[src/rtl/pot_scan_seq.sv]
// Slide-pot scan sequencer: converts six A2D channels in a fixed order, then
// publishes all six values as one coherent set through a req/ack handshake.
module pot_scan_seq #(
    parameter int TIMEOUT = 4096,
    parameter int GAP_CYC = 1024
) (
    input  logic        clk,
    input  logic        rst,
    input  logic        en,
    input  logic        a2d_cmplt,
    input  logic [11:0] a2d_res,
    output logic        strt_cnv,
    output logic [2:0]  chnnl,
    output logic [11:0] pot_LP,
    output logic [11:0] pot_B1,
    output logic [11:0] pot_B2,
    output logic [11:0] pot_B3,
    output logic [11:0] pot_HP,
    output logic [11:0] VOLUME,
    output logic        update_req,
    input  logic        update_ack,
    output logic        scan_busy,
    output logic        a2d_err
);
    localparam int CNT_MAX = (TIMEOUT > GAP_CYC) ? TIMEOUT : GAP_CYC;
    localparam int CW      = $clog2(CNT_MAX + 1);
    localparam logic [CW-1:0] TO_LAST  = CW'(TIMEOUT - 1);
    localparam logic [CW-1:0] GAP_LAST = CW'(GAP_CYC - 1);

    localparam logic [2:0] S_IDLE    = 3'd0;
    localparam logic [2:0] S_START   = 3'd1;
    localparam logic [2:0] S_WAIT    = 3'd2;
    localparam logic [2:0] S_PUBLISH = 3'd3;
    localparam logic [2:0] S_GAP     = 3'd4;

    logic [2:0]    r_state;
    logic [2:0]    r_idx;
    logic [CW-1:0] r_cnt;
    logic          r_update_req;
    logic          r_a2d_err;

    logic          w_cmplt_wait;
    logic          w_last_idx;
    logic          w_publish;
    logic          w_timeout;
    logic          w_gap_done;
    logic [11:0]   w_pot [6];

    assign w_cmplt_wait = (r_state == S_WAIT) && a2d_cmplt;
    assign w_last_idx   = (r_idx == 3'd5);
    assign w_publish    = w_cmplt_wait && w_last_idx;
    assign w_timeout    = (r_cnt == TO_LAST);
    assign w_gap_done   = (r_cnt == GAP_LAST);

    always_ff @(posedge clk or posedge rst) begin
        if (rst) begin
            r_state      <= S_IDLE;
            r_idx        <= 3'd0;
            r_cnt        <= '0;
            r_update_req <= 1'b0;
            r_a2d_err    <= 1'b0;
        end else begin
            case (r_state)
                S_IDLE: begin
                    if (en) begin
                        r_idx   <= 3'd0;
                        r_state <= S_START;
                    end
                end
                S_START: begin
                    r_cnt   <= '0;
                    r_state <= S_WAIT;
                end
                S_WAIT: begin
                    // A completion in the timeout cycle still counts as success.
                    if (a2d_cmplt) begin
                        if (w_last_idx) begin
                            r_update_req <= 1'b1;
                            r_state      <= S_PUBLISH;
                        end else begin
                            r_idx   <= r_idx + 3'd1;
                            r_state <= S_START;
                        end
                    end else if (w_timeout) begin
                        r_a2d_err <= 1'b1;
                        r_state   <= S_START;
                    end else begin
                        r_cnt <= r_cnt + 1'b1;
                    end
                end
                S_PUBLISH: begin
                    if (update_ack) begin
                        r_update_req <= 1'b0;
                        r_idx        <= 3'd0;
                        r_cnt        <= '0;
                        r_state      <= S_GAP;
                    end
                end
                S_GAP: begin
                    if (w_gap_done) begin
                        r_state <= S_IDLE;
                    end else begin
                        r_cnt <= r_cnt + 1'b1;
                    end
                end
                default: r_state <= S_IDLE;
            endcase
        end
    end

    // The last result bypasses its shadow so all six outputs load on one edge.
    for (genvar gi = 0; gi < 6; gi++) begin : g_slot
        localparam logic [11:0] RST_POT = (gi == 5) ? 12'h000 : 12'h800;
        logic        w_hit;
        logic [11:0] r_shadow;
        logic [11:0] r_pot;

        assign w_hit = w_cmplt_wait && (r_idx == 3'(gi));

        always_ff @(posedge clk or posedge rst) begin
            if (rst) begin
                r_shadow <= 12'h800;
                r_pot    <= RST_POT;
            end else begin
                if (w_hit) begin
                    r_shadow <= a2d_res;
                end
                if (w_publish) begin
                    r_pot <= w_hit ? a2d_res : r_shadow;
                end
            end
        end

        assign w_pot[gi] = r_pot;
    end

    always_comb begin
        chnnl = 3'd1;
        case (r_idx)
            3'd0: chnnl = 3'd1;
            3'd1: chnnl = 3'd0;
            3'd2: chnnl = 3'd4;
            3'd3: chnnl = 3'd2;
            3'd4: chnnl = 3'd3;
            3'd5: chnnl = 3'd7;
            default: chnnl = 3'd1;
        endcase
    end

    assign strt_cnv   = (r_state == S_START);
    assign scan_busy  = (r_state != S_IDLE) && (r_state != S_GAP);
    assign update_req = r_update_req;
    assign a2d_err    = r_a2d_err;

    assign pot_LP = w_pot[0];
    assign pot_B1 = w_pot[1];
    assign pot_B2 = w_pot[2];
    assign pot_B3 = w_pot[3];
    assign pot_HP = w_pot[4];
    assign VOLUME = w_pot[5];

endmodule

[config.mk]
export PLATFORM = sky130hd
export DESIGN_NAME = pot_scan_seq
export DESIGN_NICKNAME = d
export VERILOG_FILES = /design/src/rtl/pot_scan_seq.sv
export SDC_FILE = /design/constraint.sdc
export NUM_CORES = 1
export LEC_CHECK = 0
export ABC_AREA = 1
export BUFFER_PORTS_ARGS = -buffer_cell sky130_fd_sc_hd__buf_2
export CAP_MARGIN = 15
export CORE_ASPECT_RATIO = 1.1
export CORE_MARGIN = 5
export CORE_UTILIZATION = 40
export DETAILED_ROUTE_END_ITERATION = 12
export MAX_ROUTING_LAYER = met4
export PLACE_DENSITY = 0.59
export SYNTH_ARGS = -nofsm -noshare
export SYNTH_HDL_FRONTEND = slang
export SYNTH_SLANG_ARGS = --single-unit
[constraint.sdc]
create_clock -name clk -period 10.7 [get_ports clk]
set_input_delay 0.535 -clock clk [delete_from_list [all_inputs] [get_ports clk]]
set_output_delay 0.535 -clock clk [all_outputs]
set_load 0.05 [all_outputs]
## Word level (Yosys, flattened, before mapping)

Cells that the tools add are included.
Widths: inputs -> output; s select.

| operators by class | value |
|---|---|
| add/sub/neg operators | 2 |
| eq/ne operators | 22 |
| multiplexer cells | 27 |
| bitwise operators | 1 |
| reduce and logical (&&, ||, !) cells | 19 |

Operators with widths:

| cell | count |
|---|---|
| $mux 12 | 5 |
| $mux 13 | 4 |
| $pmux 13 s4 | 1 |
| $pmux 3 s5 | 2 |
| $mux 3 | 9 |
| $ne 2x2->1 const B | 9 |
| $add 13x1->13 const B | 1 |
| $eq 13x10->1 const B | 1 |
| $eq 13x12->1 const B | 1 |
| $eq 3x2->1 const B | 4 |
| $reduce_and 5->1 | 2 |
| $eq 3x3->1 const B | 3 |
| $pmux 3 s3 | 1 |
| $logic_and 1x1->1 | 8 |
| $reduce_and 4->1 | 2 |
| $eq 3x1->1 const B | 2 |
| $logic_not 3->1 | 2 |
| $ne 3x3->1 const B | 2 |
| $reduce_bool 3->1 | 2 |
| $reduce_bool 4->1 | 1 |
| $add 3x1->3 const B | 1 |
| $mux 1 | 3 |
| $reduce_and 3->1 | 1 |
| $mux 2 | 1 |
| other kinds (3) | 3 |

| storage, ports and cells | value |
|---|---|
| flip-flop bits (word level) | 153 |
| word-level logic and storage cells | 87 |

## Longest topological paths before layout

| logic depth | value |
|---|---|
| word-level depth | 4 |
| depth in mapped cells | 10 |

## Worst setup path after synthesis

OpenSTA, ideal clock, no wires.

| timing | value |
|---|---|
| path type | register -> output |
| start | register r_state[0] |
| end | output port strt_cnv |
| arrival time | 1,675 ps |
| data required time | 10,165 ps |
| path slack | 8,490 ps |
| stages on the path, launching flop included | 3 |
| path through | dfrtp_1 > inv_1 > nor3_1 |

| between the ends | value |
|---|---|
| longest elaborated chain between the ends | 1 |

Ends and longest elaborated chain:

| what | RTL line | RTL |
|---|---|---|
| start: declaration | 36 | `logic [2:0] r_state;` |
| start signal: assignment | 57 | `r_state <= S_IDLE;` |
| start signal: assignment | 67 | `r_state <= S_START;` |
| start signal: assignment | 72 | `r_state <= S_WAIT;` |
| $eq 3x1->1 | 150 | `assign strt_cnv = (r_state == S_START);` |
| end: declaration | 12 | `output logic strt_cnv,` |

No other way between the ends.

## Worst setup path in the final report

| timing | value |
|---|---|
| start | register r_idx[1] |
| end | register g_slot[3].r_pot[10], in the netlist pot_B3[10] |

| between the ends | value |
|---|---|
| longest elaborated chain between the ends | 3 |

Ends and longest elaborated chain:

| what | RTL line | RTL |
|---|---|---|
| start: declaration | 37 | `logic [2:0] r_idx;` |
| start signal: assignment | 81 | `r_idx <= r_idx + 3'd1;` |
| $eq 3x2->1 | 118 | `assign w_hit = w_cmplt_wait && (r_idx == 3'(gi));` |
| $logic_and 1x1->1 | 118 |  |
| $mux 12 | n/a |  |
| end signal: assignment | 129 | `r_pot <= w_hit ? a2d_res : r_shadow;` |
| end: declaration | 116 | `logic [11:0] r_pot;` |

Several ways; a longest one is shown, not always the timed one.
A chain may end at the register's enable or synchronous reset.

==> results.cfg <==
[layout]
nets_final = 908
multi_input_comb_area_sq_um = 2160
postLayoutCellArea_sq_um = 7930
post_route_cells_drive_above_1_share_pct = 17.1
layout-area-overhead-vs-synth_pct = 17.2
fill_cells = 1601
ff_latch_area_sq_um = 3840
antennaDiodeCount = 0
layout_commonest_cell = nand2_1
most-common-layout-cells = 237 x nand2_1, 150 x inv_1, 143 x dfrtp_1

[pwr]
clock_power_share_pct = 50.2
power.density_nw_per_um2 = 152
worst_ir_drop_on_vdd_uv = 105
internal_power_uw = 946
total_power_uw = 1210
power_frac_comb_pct = 1.9
p_leak_uw = 0.00432
pwr-share-seq_pct = 48.0
power.switching_fraction_pct = 21.6
netsw_uw = 261

[drt]
dr_pass1_iterations = 4
num_vias = 5028
final_ant_viol_nets = 0
finalWirelength_mm = 15.1
drc_errors = 0
post_drt_via_cell_ratio = 4.57
drt-wirelength-per-cell_um = 13.8
dr.first_iter.drc_count = 363

[clock_network]
max_root_sink_buffers = 2
tritoncts.num_buffers = 17
post_cts_buffers = 0
clk_pin_slew_ns = 0.06
clock_tree.htree_level_count = 4
cts.repair.resized = 0
cts-root-buf = clkbuf_16
cts_tree = done
clk_latency_ns = 0.42
cts_num_sinks = 153
ctsHoldBuffers = 0

[logic_synthesis]
synth-warning-count = 0
seq_area_frac_synth_pct = 56.8
post-synth-top-area-fraction_pct = 52.9
yosysUniqueCellTypes = 32
synthCells = 798
main_combinational_cell_family_by_area_after_synthesis = simple AND/OR/NAND/NOR gates
synth_compound_area_share_pct = 10.1
avgSynthCellArea_sq_um = 8.48
yosys-top-cells-area = dfrtp_1 53%, nand2_1 13%, inv_1 8.4%
synthMuxAreaShare_pct = 0
netlist.top_cell.by_area = dfrtp_1
netlist_area_sq_um = 6770
synthSimpleGateAreaFrac_pct = 19.8
synthAdderAreaFrac_pct = 1.29
synth.ff_latch_count = 153
synth_fp_nets = 822
yosys.area_share.xor_xnor_pct = 0.518

[critical_path]
cp_cell_instances = inv_1 > ha_1 > nand2_1 > clkinv_1 > nand3_4 > buf_4 > o21ai_0
worstSetupEndpointType = flop
crit_buf_inv = 3
path_depth = 7
timing.reg2reg.worst_path_depth = 7
crit_type = reg -> reg
cp.required_ns = 10.96
worst-endpoint-arrival_ns = 3.09
crit_path_max_fanout = 106
critical-path-max-stage-delay_ns = 0.83
crit_family = buffers and inverters
slowest_stage = buf_4
setup.worst_path.start_class = flop

[grt]
pin_count_of_the_biggest_net_entering_global_routing = 107
first_global_vias = 4736
global_route_wire_length_before_repair_mm = 25.2
global_route.usage.total_pct = 16.7
grt_remaining_overflow = 0
antenna_found_initial = 0

[sta]
final-max-slew-violation-count = 0
timing_hold_violations_final = 0
final.min_clock_period_ns = 2.83
worst-slew-pin-transition_ns = 1.01
setup_viol = 0
final.period_utilization_pct = 26.5
postLayoutSetupSlackWorst_ns = 7.87
maxClockFrequency_mhz = 353
relSlewSlack_pct = 32.4
clock-skew-final_ns = 0.00743
setup-tns-final_ns = 0
rsz0062_at_grt = false

[die]
placement_rows = 49
die_h_um = 146
fp.dieArea_sq_um = 19600
io-pin-count = 96
start_util_pct = 41.0
chipWidth_um = 134
floorplan.core_area_sq_um = 16500

[run_status]
status = complete, no violations

[place]
detailedPlacementHpwl_mm = 10.0
post-place-ws_ns = 7.86
io_buffer_count = 95
place_area_sq_um = 7320
routabilityCongestion = 0.810

[job]
maxCapViolCount = 0

[worst_hold_path]
hold_path_class = in -> async
[stage by stage]
stage          instances  hold slack, ns  utilization, %
3_3_place_gp        1069           0.462            44.4
4_1_cts             1101           0.273            48.1
5_1_grt             1101           0.303            48.1
3_5_place_dp        1069           0.463            44.4
6_report            1101           0.240            48.1
2_1_floorplan        798           0.492               -
[worst register-to-register path: stages, from the launching register on]
cell,delay [ns]
dfrtp_1,0.38
inv_1,0.09
ha_1,0.19
nand2_1,0.07
clkinv_1,0.39
nand3_4,0.45
buf_4,0.84
o21ai_0,0.26
[layer usage]
metal / up-vias / global-route usage [%] / part of all wire (%)
met3: 22 / 4.54 / 5.0
met1: 2298 / 22.4 / 49
met2: 90 / 24.8 / 44
met4: 0 / 5.56 / 1.9
met5: - / - / 0
li1: 2618 / - / -
[cell usage after synthesis, drive strengths merged]
library cell  count
inv             152
o22ai             1
a31oi             1
nand3            25
nand4             7
a21oi             3
clkinv            1
nor2             38
o22a              1
nor3              5
clkbuf            7
dfstp            10
buf              23
o211ai            1
ha                7
xor2              3
nor3b             1
o21ai           122
dfrtp           143
o21a              1
xnor2             1
o21bai            2
nand2           243
[flip-flops by register name (all words and copies together) (netlist names)]
| signal | flops |
|---|---|
| r_idx | 3 |
| pot_B1 | 12 |
| r_cnt | 13 |
| pot_B3 | 12 |
| a2d_err | 1 |
| pot_HP | 12 |
| pot_LP | 12 |
| update_req | 1 |
| pot_B2 | 12 |
| r_state | 3 |
| VOLUME | 12 |
| g_slot.r_shadow | 60 |
[power groups by stage]
| stage | Sequential [uW] | Combinational (uW) | Clock (uW) |
|---|---|---|---|
| after floorplan | 589 | 8.83 | 0 |
| after global placement | 589 | 24.6 | 0 |
| after detailed placement | 589 | 24.2 | 0 |
| after CTS | 579 | 24.3 | 622 |
| after global routing | 578 | 26.3 | 646 |
| final | 579 | 22.9 | 605 |
[layout make-up]
cell class,instances,area share (%)
flip-flops and latches,153,48.4
multi-input cells,462,27.2
inverters,153,7.31
repair buffers,97,6.19
clock buffers,20,5.89
well taps,204,3.22
clock inverters,12,1.77
[final timing paths]
check	from	slack [ns]	to
min in group clk	a2d_cmplt	0.45	r_state[1]
max in group asynchronous	rst	9.00	pot_B2[1]
hold reg to reg	pot_B3[11]	0.47	pot_B3[11]
setup reg to reg	r_idx[1]	7.87	pot_B3[10]
hold / removal	rst	0.24	r_cnt[8]
setup / recovery	r_idx[1]	7.87	pot_B3[10]
[logic make-up (layout without fill, tap and decap cells)]
logic type               Yosys count  in the layout
XOR/XNOR                           4              4
buffers and inverters            183            282
AND/OR/NAND/NOR                  319            319
AO/OA/AOI/OAI                    132            132
flip-flops                       153            153
adder cells (fa/ha/maj)            7              7
Power figures use the tool's default switching activity.
